==> src/rtl/serial_master_port.sv <==
// Serial bus master endpoint: serialises a config frame on control,
// then streams write words on wD or collects read words from rD.
module serial_master_port #(
  parameter int ADDR_DEPTH = 2000,
  parameter int SLAVES     = 3,
  parameter int DATA_WIDTH = 32,
  parameter int SLAVEID    = $clog2(SLAVES),
  parameter int MAX_BURST  = 16,
  parameter int TIMEOUT    = 255,
  localparam int ADDR_WIDTH = $clog2(ADDR_DEPTH),
  localparam int LEN_W      = $clog2(MAX_BURST + 1)
) (
  input  logic                  clk,
  input  logic                  resetn,
  input  logic                  start,
  input  logic                  rw,
  input  logic                  burst,
  input  logic [SLAVEID-1:0]    slave_sel,
  input  logic [ADDR_WIDTH-1:0] start_addr,
  input  logic [LEN_W-1:0]      burst_len,
  input  logic [DATA_WIDTH-1:0] wr_data,
  output logic                  wr_req,
  output logic [DATA_WIDTH-1:0] rd_data,
  output logic                  rd_valid,
  output logic                  busy,
  output logic                  done,
  output logic                  err,
  output logic                  control,
  output logic                  wD,
  output logic                  valid,
  output logic                  last,
  input  logic                  rD,
  input  logic                  ready
);

  localparam int CFG_LEN = 5 + SLAVEID + ADDR_WIDTH;
  localparam int CW      = $clog2(CFG_LEN);
  localparam int BW      = $clog2(DATA_WIDTH);
  localparam int TW      = $clog2(TIMEOUT + 1);

  typedef enum logic [2:0] {
    S_IDLE,
    S_CONFIG,
    S_WAIT,
    S_WRITE,
    S_READ,
    S_DONE
  } state_t;

  state_t                r_state;
  state_t                w_next;
  logic [CFG_LEN-1:0]    r_frame;
  logic                  r_rw;
  logic [CW-1:0]         r_idx;
  logic [TW-1:0]         r_tmo;
  logic                  r_low;
  logic [DATA_WIDTH-1:0] r_shift;
  logic [BW-1:0]         r_bit;
  logic [LEN_W-1:0]      r_words;
  logic [DATA_WIDTH-1:0] r_rd_data;
  logic                  r_rd_valid;
  logic                  r_err;

  logic                  w_final;
  logic                  w_word_end;
  logic                  w_go;
  logic                  w_timeout;
  logic [LEN_W-1:0]      w_len;

  assign w_final    = (r_words == LEN_W'(1));
  assign w_word_end = (r_bit == BW'(DATA_WIDTH - 1));

  assign rd_data  = r_rd_data;
  assign rd_valid = r_rd_valid;
  assign err      = r_err;
  assign busy     = (r_state != S_IDLE) && (r_state != S_DONE);

  // Single transfers and zero-length bursts both move exactly one word
  always_comb begin
    w_len = LEN_W'(1);
    if (burst && (burst_len != '0)) begin
      if (burst_len > LEN_W'(MAX_BURST)) w_len = LEN_W'(MAX_BURST);
      else                               w_len = burst_len;
    end
  end

  always_ff @(posedge clk) begin
    if (!resetn) r_state <= S_IDLE;
    else         r_state <= w_next;
  end

  always_comb begin
    w_next    = r_state;
    w_go      = 1'b0;
    w_timeout = 1'b0;
    wr_req    = 1'b0;
    control   = 1'b0;
    wD        = 1'b0;
    valid     = 1'b0;
    last      = 1'b0;
    done      = 1'b0;
    unique case (r_state)
      S_IDLE: begin
        if (start) w_next = S_CONFIG;
      end
      S_CONFIG: begin
        control = r_frame[r_idx];
        if (r_idx == '0) w_next = S_WAIT;
      end
      S_WAIT: begin
        // reads need the slave to drop ready (fetch) before raising it
        w_go   = r_rw ? ready : (r_low && ready);
        wr_req = r_rw && ready;
        if (w_go) begin
          w_next = r_rw ? S_WRITE : S_READ;
        end else if (r_tmo == TW'(TIMEOUT - 1)) begin
          w_timeout = 1'b1;
          w_next    = S_DONE;
        end
      end
      S_WRITE: begin
        valid = 1'b1;
        wD    = r_shift[DATA_WIDTH-1];
        last  = w_final;
        if (w_word_end) begin
          if (w_final) w_next = S_DONE;
          else         wr_req = 1'b1;
        end
      end
      S_READ: begin
        last = w_final;
        if (ready && w_word_end && w_final) w_next = S_DONE;
      end
      S_DONE: begin
        done   = 1'b1;
        w_next = S_IDLE;
      end
      default: w_next = S_IDLE;
    endcase
  end

  always_ff @(posedge clk) begin
    if (!resetn) begin
      r_frame    <= '0;
      r_rw       <= 1'b0;
      r_idx      <= '0;
      r_tmo      <= '0;
      r_low      <= 1'b0;
      r_shift    <= '0;
      r_bit      <= '0;
      r_words    <= '0;
      r_rd_data  <= '0;
      r_rd_valid <= 1'b0;
      r_err      <= 1'b0;
    end else begin
      r_rd_valid <= 1'b0;
      unique case (r_state)
        S_IDLE: begin
          if (start) begin
            r_frame <= {3'b111, slave_sel, rw, burst, start_addr};
            r_rw    <= rw;
            r_words <= w_len;
            r_idx   <= CW'(CFG_LEN - 1);
            r_err   <= 1'b0;
          end
        end
        S_CONFIG: begin
          r_idx <= r_idx - CW'(1);
          r_tmo <= '0;
          r_low <= 1'b0;
        end
        S_WAIT: begin
          r_tmo <= r_tmo + TW'(1);
          r_bit <= '0;
          if (!ready)           r_low   <= 1'b1;
          if (r_rw && ready)    r_shift <= wr_data;
          if (w_timeout)        r_err   <= 1'b1;
        end
        S_WRITE: begin
          if (w_word_end) begin
            r_bit <= '0;
            if (!w_final) begin
              r_words <= r_words - LEN_W'(1);
              r_shift <= wr_data;
            end
          end else begin
            r_bit   <= r_bit + BW'(1);
            r_shift <= {r_shift[DATA_WIDTH-2:0], 1'b0};
          end
        end
        S_READ: begin
          if (ready) begin
            r_shift <= {r_shift[DATA_WIDTH-2:0], rD};
            if (w_word_end) begin
              r_rd_data  <= {r_shift[DATA_WIDTH-2:0], rD};
              r_rd_valid <= 1'b1;
              r_bit      <= '0;
              if (!w_final) r_words <= r_words - LEN_W'(1);
            end else begin
              r_bit <= r_bit + BW'(1);
            end
          end
        end
        default: ;
      endcase
    end
  end

endmodule

==> config.mk <==
export PLATFORM = sky130hd
export DESIGN_NAME = serial_master_port
export DESIGN_NICKNAME = d
export VERILOG_FILES = /design/src/rtl/serial_master_port.sv
export SDC_FILE = /design/constraint.sdc
export NUM_CORES = 1
export LEC_CHECK = 0
export ABC_AREA = 1
export BUFFER_PORTS_ARGS = -buffer_cell sky130_fd_sc_hd__buf_2
export CORE_ASPECT_RATIO = 1.25
export CORE_MARGIN = 3
export CORE_UTILIZATION = 35
export CTS_CLUSTER_SIZE = 25
export DETAILED_ROUTE_END_ITERATION = 12
export PLACE_DENSITY = 0.62
export SLEW_MARGIN = 20
export SYNTH_ARGS = -nofsm -noshare
export SYNTH_HDL_FRONTEND = slang
export SYNTH_SLANG_ARGS = --single-unit
export TNS_END_PERCENT = 50
==> constraint.sdc <==
create_clock -name clk -period 1.75 [get_ports clk]
set_input_delay 0.2625 -clock clk [delete_from_list [all_inputs] [get_ports clk]]
set_output_delay 0.2625 -clock clk [all_outputs]
set_load 0.01 [all_outputs]
Yosys cells after proc, flatten, opt, wreduce, memory -nomap -nowiden. Cells that the tools add are included.

Mux-type cells: 47. Reductions and logical operators: 26. Equal/unequal tests: 20. $add $sub $neg: 4. $lt $le $gt $ge: 2.

Operators with widths (number): $mux 32 (4); $pmux 32 s3 (1); $mux 5 (9); $pmux 5 s3 (2); $mux 3 (8); $ne 2x2->1 const B (9); $mux 1 (16); $pmux 8 s2 (1); $pmux 3 s5 (1); $reduce_and 3->1 (4); $pmux 5 s2 (1); $sub 5x1->5 const B (2); $ne 3x3->1 const B (3); $reduce_bool 3->1 (3); $add 8x1->8 const B (1); $eq 8x8->1 const B (1); $reduce_and 2->1 (4); $eq 3x2->1 const B (2); $eq 3x3->1 const B (2); $logic_and 1x1->1 (6); $lt 5x6->1 const B (1); $pmux 1 s2 (3); $reduce_and 6->1 (1); $reduce_bool 2->1 (3); 11 further kinds (11).

Word-level logic and storage cells: 111. Flip-flop bits (word level): 110.

Longest topological paths before layout.
Word-level depth: 6. Depth in mapped cells: 12. Depth with buffers taken out: 12.

Least setup slack after synthesis. OpenSTA, ideal clock, no wires.

Kind: register -> register. Start: register r_bit[0]. End: register r_rd_data[22], in the netlist rd_data[22]. Setup time: 0.126 ns. Arrival: 1.609 ns. Stages on the path, launching flop included: 11. Clock period less this slack: 1.735 ns. Setup slack: 0.015 ns. Path through: dfxtp_1 ha_1 inv_1 nor3_1 ha_1 nand2_1 nor2_1 inv_1 clkbuf_1 nand3_1 o21ai_0.

Word-level cells in the longest chain between the ends: 2.

RTL lines: start, declared (RTL line 58) `logic [BW-1:0] r_bit;`; start signal, assigned (RTL line 187) `r_bit <= r_bit + BW'(1);`; start signal, assigned (RTL line 200) `r_bit <= r_bit + BW'(1);`; $eq 5x5->1 (RTL line 71) `assign w_word_end = (r_bit == BW'(DATA_WIDTH - 1));`; named net w_word_end (RTL line 65) `logic w_word_end;`; $reduce_and 3->1 (no line); end signal, assigned (RTL line 195) `r_rd_data <= {r_shift[DATA_WIDTH-2:0], rD};`; end, declared (RTL line 60) `logic [DATA_WIDTH-1:0] r_rd_data;`.

The timed path passes the listed nets, and every way through them passes these cells. A chain may end at the register's enable or synchronous reset.

Final worst setup path.
Start: register r_bit[0]. End: output port wr_req.

Word-level cells in the longest chain between the ends: 3.

RTL lines: $eq 5x5->1 (RTL line 71); named net w_word_end (RTL line 65); $mux 1 (RTL line 125) `if (w_word_end) begin`; $pmux 1 s2 (RTL line 102) `unique case (r_state)`; end, declared (RTL line 22) `output logic wr_req,`.

The timed path passes the listed nets, and every way through them passes these cells.

==> summary.md <==
| Metric | Value |
|---|---|
| Failing checks | `setup timing` |
| Number of synthesized flops with an enable pin | `0` |
| Share of the clock period used by the worst path | `1.03` |
| Achievable frequency | `between 0.5 and 0.6 GHz` |
| Mapped Nets | `just under 900` |
| Power dissipated by switching net loads | `3.78 mW` |
| Final setup violation count | `2` |
| Number of placement rows | `49` |
| Num ports | `98` |
| TritonCTS clock tree | `built` |
| Average routed wire per standard cell | `between 10 and 15 um` |
| Initial core utilization | `0.363` |
| Cell area after synthesis | `between 5000 and 6000 um^2` |
| Register share of total power | `0.337` |
| Count of input and output buffers | `a little under 100` |
| Number of vias per cell after detailed routing | `~4.8` |
| Number of cells in the finished layout apart from fillers | `between 1000 and 1500` |
| DRT Pass-1 Iters | `4` |
| Max-Slew Margin vs Limit | `0.770` |
| Max-capacitance violation count | `0` |
| Final net count | `between 1000 and 1500` |
| Post-detailed-routing wire length | `approximately 15000 um` |
| Static Leakage | `approximately 3.5 nW` |
| Number of synthesized register bits | `around 110` |
| Clock slew at reported path FFs | `~0.070 ns` |
| Number of CTS-inserted buffers | `9` |
| Unrepaired setup endpoints after global routing | `true` |
| Hold crit path type | `input pin to flop` |
| Worst Max-Slew Pin Slew | `0.345 ns` |
| Crit path required time | `between 1 and 1.5 ns` |
| Largest clock skew in the final design | `0.00618 ns` |
| Filler cell count | `1487` |
| Setup CP Type | `flop to output port` |
| Worst ir drop on vdd | `about 0.62 mV` |
| Most frequent cells in the layout | `sky130_fd_sc_hd__nand2_1 (212), sky130_fd_sc_hd__nor2_1 (103), sky130_fd_sc_hd__dfxtp_1 (101)` |
| Final critical path time including I/O delays and setup | `about 1.8 ns` |
| Proportion of synthesized flip-flops having asynchronous set or reset | `0` |
| Core region area | `around 15000 um^2` |
| Detailed-placement wirelength estimate | `9660 um` |
| Power share of the clock group | `0.200` |
| Share of layout cells above drive strength 1 | `0.253` |
| CTS HTree Levels | `3` |
| Area enclosed by the die boundary | `roughly 17000 um^2` |
| Number of antenna violations at the first check in global routing | `0` |
| Global-route usage over all layers | `0.177` |
| Maximum root-to-sink buffer count | `2` |
| # clock sinks | `between 100 and 150` |
| N_diodes | `0` |
| Placed insts | `approximately 1100` |
| Insertion delay of the later-clocked pin in the worst-skew pair | `0.34 ns` |
| Vias after detailed routing | `around 5400` |
| Depth of the most critical reg-to-reg path | `12` |
| Main synth FF type | `sky130_fd_sc_hd__dfxtp_1` |
| Distinct cell type count of the synthesized netlist | `31` |
| Root buffer cell | `sky130_fd_sc_hd__clkbuf_16` |
| Commonest non-fill, non-tap cell in the layout | `sky130_fd_sc_hd__nand2_1` |
| Global placer's final weighted congestion | `0.818` |
| Post-synthesis to final-layout area growth | `34.9%` |
| Post-detailed-route DRC marker count | `0` |
| Synthesis warning total | `0` |
| Net switching fraction of the power | `0.388` |
| Wire length of the first global-routing pass | `~24000 um` |
| Pwr dens | `1360 nW/um^2` |
| Sum of overflow across all layers after global routing | `0` |
| Cell count of the worst hold path | `3` |
| Syn_area_per_cell | `between 6 and 7 um^2` |
| Power share of the combinational group | `0.462` |
| DRC violation total after the first TritonRoute iteration | `roughly 230` |
| Post-Synthesis Cells | `820` |
| CP Launch Type | `flop` |
| Chip Height | `about 140 um` |
| Kind of end point of the critical path | `output port` |
| Worst setup slack before clock tree synthesis | `-0.0401 ns` |
| Antenna violation net count after detailed routing | `0` |
| Via count of the first global-routing pass | `slightly below 5000` |
| Largest net degree at the start of global routing | `42` |
| Portion of the post-synthesis area used by sequential elements | `0.412` |
| Run status | `finished, violations left` |
| Hold buffer count at CTS | `0` |
| Final Worst Setup Slack | `-0.0474 ns` |
| Final-report hold violation count | `0` |
| Largest driver fanout on the critical path | `4` |
| Crit path DAT | `about 1.5 ns` |
| Number of pins with negative max-slew slack in the final report | `0` |
| Die Span X | `about 120 um` |
| Internal Power | `a little under 6 mW` |
[state kept, by name (all words and copies together), names as in the netlist]
signal,count
r_shift,32
rd_data,32
r_frame,16
r_tmo,8
r_bit,5
r_idx,5
r_words,5
r_state,3
err,1
r_low,1
rd_valid,1
[metal layers]
layer,track usage,vias to the layer above,routed length [um]
li1,-,2850,-
met3,0.0278,16,635
met5,0,-,0
met1,0.222,2462,6680
met4,0.0629,0,225
met2,0.307,95,7670
[worst paths after layout]
path / startpoint / endpoint / slack (ns)
max: r_bit[0] / wr_req / -0.05
min: start_addr[10] / r_frame[10] / 0.17
max reg2reg: r_bit[0] / r_shift[11] / 0
min reg2reg: r_frame[4] / r_frame[4] / 0.45
[repair_timing]
item | CTS | global route
pin swaps | 4 | 25
cloned | 6 | 8
buffers inserted | 15 | 5
setup endpoints to repair | 66 | 75
resized for setup | 32 | 71
[critical path, stage by stage, from the launching register on]
cell	delay [ns]
sky130_fd_sc_hd__dfxtp_2	0.35
sky130_fd_sc_hd__ha_4	0.15
sky130_fd_sc_hd__inv_4	0.04
sky130_fd_sc_hd__nor3_4	0.13
sky130_fd_sc_hd__ha_4	0.19
sky130_fd_sc_hd__inv_4	0.06
sky130_fd_sc_hd__o22ai_2	0.11
sky130_fd_sc_hd__buf_2	0.16
[power groups by stage]
stage	clock [mW]	sequential (mW)	combinational (mW)
global placement	0	3.29	3.36
detailed placement	0	3.29	3.36
CTS	2.00	3.26	3.92
finish	1.95	3.29	4.50
floorplan	0	3.21	2.57
global route	2.08	3.35	5.08
[metrics by stage]
step | TNS, ns | util | hold WS (ns) | cell area [um^2] | power [mW]
detailed placement | -0.884 | 0.418 | 0.447 | 6100 | 6.65
floorplan | 0 | - | 0.406 | 5300 | 5.78
global route | -1.98 | 0.490 | 0.165 | 7150 | 10.5
global placement | 0 | 0.418 | 0.439 | 6100 | 6.65
CTS | -0.0801 | 0.462 | 0.156 | 6750 | 9.19
finish | -0.0771 | 0.490 | 0.171 | 7150 | 9.74
[cells by family after synthesis]
group / count (synthesis) / share of synthesized area
flops: 109 / 0.412
xor+xnor: 1 / 0.00165
compound gates: 115 / 0.114
buf+inv: 128 / 0.0949
fa+ha+maj: 7 / 0.0165
simple gates: 460 / 0.361
[final cells by class]
type	count	area, um^2	area share
repair inverters	1	3.75	0.000525
inverters	89	343	0.0480
well taps	178	223	0.0312
flip-flops and latches	109	2200	0.307
clock buffers	13	260	0.0364
clock inverters	3	18.8	0.00263
repair buffers	154	1240	0.174
multi-input cells	584	2860	0.400
[cells in the mapped netlist, types with 3 or more instances]
library cell	n	area [um^2]
sky130_fd_sc_hd__o22ai_1	3	18.8
sky130_fd_sc_hd__nor3_1	6	30.0
sky130_fd_sc_hd__nor2_1	116	435
sky130_fd_sc_hd__nand3_1	93	465
sky130_fd_sc_hd__buf_2	9	45.0
sky130_fd_sc_hd__dfxtp_1	109	2180
sky130_fd_sc_hd__a21oi_1	48	240
sky130_fd_sc_hd__buf_4	3	22.5
sky130_fd_sc_hd__o21ai_0	55	275
sky130_fd_sc_hd__buf_1	5	18.8
sky130_fd_sc_hd__inv_1	86	323
sky130_fd_sc_hd__clkbuf_1	22	82.6
sky130_fd_sc_hd__ha_1	7	87.6
sky130_fd_sc_hd__nand2_1	232	871
sky130_fd_sc_hd__nand2_2	3	18.8
Power figures use the tool's default switching activity.
